## src/rtl/arb_pkg.sv

```systemverilog
// Shared encodings and sizing for the two-VC pop arbiter.
package arb_pkg;

    typedef enum logic [1:0] {
        RESET  = 2'b00,
        ACTIVE = 2'b01,
        PAUSE  = 2'b10
    } arb_state_e;

    localparam int ARB_VC0_BURST_MAX_DEF = 4;
    localparam int ARB_CNT_W             = 4;

endpackage

```

## src/rtl/arb_burst_counter.sv

```systemverilog
// Saturating count of consecutive VC0 grants while VC1 waits; raises
// o_force_vc1 once the burst limit is reached and VC1 has data.
module arb_burst_counter
    import arb_pkg::*;
#(
    parameter int VC0_BURST_MAX = ARB_VC0_BURST_MAX_DEF
) (
    input  logic clk,
    input  logic reset_L,
    input  logic i_freeze,
    input  logic i_clear,
    input  logic i_incr,
    input  logic i_vc1_empty,
    output logic o_force_vc1
);

    localparam logic [ARB_CNT_W-1:0] MAX_C = ARB_CNT_W'(VC0_BURST_MAX);

    logic [ARB_CNT_W-1:0] r_cnt;

    // Freeze wins over clear so a paused arbiter keeps its fairness debt.
    always_ff @(posedge clk) begin
        if (!reset_L) begin
            r_cnt <= '0;
        end else if (!i_freeze) begin
            if (i_clear) begin
                r_cnt <= '0;
            end else if (i_incr && (r_cnt != MAX_C)) begin
                r_cnt <= r_cnt + 1'b1;
            end
        end
    end

    assign o_force_vc1 = (r_cnt == MAX_C) && !i_vc1_empty;

endmodule

```

## src/rtl/vc_arbiter.sv

```systemverilog
// Two-VC pop arbiter with VC0 priority and delayed pop strobes for the mux.
// Optional fairness burst limit is compiled in with ARB_FAIRNESS_EN.
module vc_arbiter
    import arb_pkg::*;
#(
    parameter int VC0_BURST_MAX = ARB_VC0_BURST_MAX_DEF
) (
    input  logic clk,
    input  logic reset_L,
    input  logic vc0_empty,
    input  logic vc1_empty,
    input  logic d0_pause,
    input  logic d1_pause,
    output logic pop_vc0,
    output logic pop_vc1,
    output logic pop_delay_vc0,
    output logic pop_delay_vc1,
    output logic arb_paused
);

    if ((VC0_BURST_MAX < 1) || (VC0_BURST_MAX > 15)) begin : g_bad_burst_max
        $error("vc_arbiter: VC0_BURST_MAX must be in 1..15");
    end

    arb_state_e r_state;
    logic       r_pop_delay_vc0;
    logic       r_pop_delay_vc1;
    logic       r_arb_paused;

    logic w_pause;
    logic w_pop_en;
    logic w_force_vc1;
    logic w_pop_vc0;
    logic w_pop_vc1;

    assign w_pause  = d0_pause | d1_pause;
    // Current pause gates pops combinationally so none slips out the cycle it rises.
    assign w_pop_en = reset_L && (r_state == ACTIVE) && !w_pause;

    assign w_pop_vc0 = w_pop_en && !vc0_empty && !w_force_vc1;
    assign w_pop_vc1 = w_pop_en && !vc1_empty && !w_pop_vc0;

`ifdef ARB_FAIRNESS_EN
    arb_burst_counter #(
        .VC0_BURST_MAX (VC0_BURST_MAX)
    ) u_burst_counter (
        .clk         (clk),
        .reset_L     (reset_L),
        .i_freeze    (!w_pop_en),
        .i_clear     (w_pop_vc1 || vc1_empty),
        .i_incr      (w_pop_vc0),
        .i_vc1_empty (vc1_empty),
        .o_force_vc1 (w_force_vc1)
    );
`else
    assign w_force_vc1 = 1'b0;
`endif

    always_ff @(posedge clk) begin
        if (!reset_L) begin
            r_state         <= RESET;
            r_pop_delay_vc0 <= 1'b0;
            r_pop_delay_vc1 <= 1'b0;
            r_arb_paused    <= 1'b0;
        end else begin
            r_pop_delay_vc0 <= w_pop_vc0;
            r_pop_delay_vc1 <= w_pop_vc1;
            case (r_state)
                RESET: begin
                    r_state      <= ACTIVE;
                    r_arb_paused <= 1'b0;
                end
                ACTIVE: begin
                    if (w_pause) begin
                        r_state      <= PAUSE;
                        r_arb_paused <= 1'b1;
                    end
                end
                PAUSE: begin
                    if (!w_pause) begin
                        r_state      <= ACTIVE;
                        r_arb_paused <= 1'b0;
                    end
                end
                default: begin
                    r_state      <= RESET;
                    r_arb_paused <= 1'b0;
                end
            endcase
        end
    end

    assign pop_vc0       = w_pop_vc0;
    assign pop_vc1       = w_pop_vc1;
    assign pop_delay_vc0 = r_pop_delay_vc0;
    assign pop_delay_vc1 = r_pop_delay_vc1;
    assign arb_paused    = r_arb_paused;

endmodule

```

## config.mk

```make
export PLATFORM = sky130hd
export DESIGN_NAME = vc_arbiter
export DESIGN_NICKNAME = d
export VERILOG_FILES = /design/src/rtl/arb_pkg.sv /design/src/rtl/arb_burst_counter.sv /design/src/rtl/vc_arbiter.sv
export SDC_FILE = /design/constraint.sdc
export NUM_CORES = 1
export LEC_CHECK = 0
export ABC_AREA = 1
export BUFFER_PORTS_ARGS = -buffer_cell sky130_fd_sc_hd__buf_2
export CORE_AREA = 2 2 39 41
export CTS_BUF_LIST = sky130_fd_sc_hd__clkbuf_4 sky130_fd_sc_hd__clkbuf_8
export DETAILED_ROUTE_END_ITERATION = 6
export DIE_AREA = 0 0 41 43
export SLEW_MARGIN = 20
export SYNTH_ARGS = -nofsm -noshare
export SYNTH_HDL_FRONTEND = slang
export SYNTH_HIERARCHICAL = 1
export SYNTH_SLANG_ARGS = --single-unit
```

## constraint.sdc

```tcl
create_clock -name clk -period 0.8 [get_ports clk]
set_input_delay 0 -clock clk [delete_from_list [all_inputs] [get_ports clk]]
set_output_delay 0 -clock clk [all_outputs]
set_load 0.01 [all_outputs]
```

==> summary.md <==
| Metric | Value |
|---|---|
| Port Buf Inserts | `10` |
| Post-route ant nets | `0` |
| Initial antenna violation count | `0` |
| CTS tree | `built` |
| WL/cell | `6.96 microns` |
| Worst setup EP type | `primary output` |
| Vias in the first global route | `154` |
| CTS root buffer | `clkbuf_4` |
| Routed vias/inst | `3.31` |
| Die Height | `43 microns` |
| Seq/Total Area, Yosys | `0.520` |
| Worst Setup Start Kind | `flop` |
| Die width | `41 microns` |
| Via count | `169` |
| Finished Layout Cells | `51` |
| Pwr Density | `1980 mW/mm^2` |
| Detailed Route WL | `355 microns` |
| Sw Ratio | `0.225` |
| Max Used Layer | `met3` |
| Synthesized area per cell | `7.69 sq um` |
| Layout area overhead | `78.0%` |
| Final setup violation count | `2` |
| Clk_lat worst skew | `0.23 ns` |
| Fmax | `1040 MHz` |
| Fin area | `274 sq um` |
| Setup slack after layout | `-0.165 ns` |
| H-Tree Depth | `1` |
| FF+latch count, synth | `4` |
| Psw | `0.122 mW` |
| Share of cells above drive strength 1 | `0.600` |
| Clock Pin Slew Worst Setup and Hold Paths | `0.04 ns` |
| Worst hold slack | `0.0369 ns` |
| Max-slew violation count | `0` |
| Combinational power share | `0.140` |
| # rows | `14` |
| # diodes | `0` |
| Clock Path Buffers | `2` |
| Pre-CTS WS | `0.0260 ns` |
| First-pass GRT wire length | `531 microns` |
| Crit path required time | `0.80 ns` |
| Worst Hold Class | `in2reg` |
| Commonest non-fill, non-tap cell in the layout | `buf_2` |
| Grt ovf | `0` |
| IR drop worst, VDD | `1.06 mV` |
| Crit path arrival time | `0.97 ns` |
| Final Hold Viols | `0` |
| Metal-1 WL | `154 microns` |
| Mapped cell area | `154 sq um` |
| Filler cells | `162` |
| Worst reg-to-reg path cell count | `4` |
| Commonest non-fill, non-tap cells in the layout | `buf_2 (10), nor2_1 (7), nand2_1 (3), clkbuf_4 (3)` |
| Syn Nets | `26` |
| Area of the core | `0.00138 sq mm` |
| CTS Sinks | `4` |
| Die area | `0.00176 sq mm` |
| Number of unique standard cell types used by synthesis | `8` |
| Clk pwr share | `0.445` |
| Internal power | `0.420 mW` |
| Cts bufs inserted | `3` |
| Crit share post-route | `1.21` |
| Violated checks | `negative setup slack` |
| All-Layer GR Usage | `0.0541` |
| Synthesis Warnings | `6` |
| Placed Area | `224 sq um` |
| Total negative slack | `-0.330 ns` |
| DR iter-0 viols | `3` |
| # DRC | `0` |
| Gpl congestion | `0.469` |
| Relative slew slack | `0.891` |
| Crit path kind | `reg2out` |
| Status | `finished, violations left` |
| Worst-Margin Slew | `0.162 ns` |
| Unrepaired setup endpoints after global routing | `yes` |
| Dpl cells | `46` |
| Minimum clock period | `0.965 ns` |
| First-pass iteration count of the detailed router | `4` |
| Mapped Cells | `20` |
| Max Cap Viol | `0` |
| Initial Util | `0.111` |
| Hold Crit Depth | `4` |
| Sequential fraction of design power | `0.414` |
| Clock Skew | `0.00211 ns` |
| Met3 wire length | `62 microns` |
| Met2 WL | `138 microns` |
| Post-layout net count | `43` |
| Critical Path Fanout Max | `4` |
| Largest net degree at the start of global routing | `5` |
| Boundary Pins | `11` |
| Leak Pwr | `0.139 nW` |
| Post-DP HPWL | `258 microns` |
[power by group through the flow]
stage | logic (mW) | clock network [mW] | registers (mW)
finish | 0.0761 | 0.241 | 0.225
global route | 0.0854 | 0.273 | 0.226
CTS | 0.0731 | 0.255 | 0.224
detailed placement | 0.0584 | 0 | 0.225
global placement | 0.0578 | 0 | 0.225
floorplan | 0.0294 | 0 | 0.227
[sequential cells by signal, summed over array words and instances (netlist names)]
register,count
r_state,1
pop_delay_vc1,1
pop_delay_vc0,1
arb_paused,1
[per-layer routing]
layer	GRT usage	up-vias
met3	0.0785	0
met2	0.0563	12
met1	0.0479	65
li1	-	92
met5	0	-
met4	0.0400	0
[path summary, 6_finish.rpt]
path         slack, ns  startpoint       endpoint
max              -0.17  r_state[0]        pop_vc1
min reg2reg       0.56  r_state[0]  pop_delay_vc0
max reg2reg       0.01  r_state[0]     r_state[0]
min               0.04   vc1_empty  pop_delay_vc1
[per-stage QoR]
| step | utilization | power [mW] |
|---|---|---|
| CTS | 0.194 | 0.553 |
| global route | 0.198 | 0.584 |
| floorplan | - | 0.256 |
| finish | 0.198 | 0.542 |
| detailed placement | 0.162 | 0.284 |
| global placement | 0.162 | 0.282 |
[timing repair]
item | CTS | global route
endpoints found under the hold margin | 1 | 0
buffers inserted | 1 | 0
resized for setup | 3 | 1
setup endpoints to repair | 2 | 4
hold buffers | 1 | 0
[synth_stat cells]
| library cell | count | area share |
|---|---|---|
| dfxtp_1 | 4 | 0.52 |
| inv_1 | 1 | 0.024 |
| nand2_1 | 4 | 0.098 |
| nand2_2 | 1 | 0.041 |
| nor2_1 | 7 | 0.17 |
| nor2_2 | 1 | 0.041 |
| nor2_4 | 1 | 0.073 |
| nor3_1 | 1 | 0.032 |
[logic make-up (layout without fill, tap and decap cells)]
kind of cell  count (synthesis)  after routing  synth area share
simple gates                 15             15             0.455
flops                         4              4             0.520
buf+inv                       1             16            0.0244
[worst max-delay path, stage by stage, from the launching register on]
cell,delay [ns]
dfxtp_2,0.32
nand2_2,0.05
nor2_2,0.08
nand2_2,0.08
nor2_1,0.08
buf_2,0.13
[final cells by class]
cell class	instances	area [sq um]	share of cell area
Multi-Input combinational cell	15	77.6	0.283
Sequential cell	4	82.6	0.301
Clock buffer	3	22.5	0.0822
Tap cell	16	20.0	0.0731
Inverter	1	3.75	0.0137
Timing Repair Buffer	12	67.6	0.247
(Power assumes the default switching activity.)
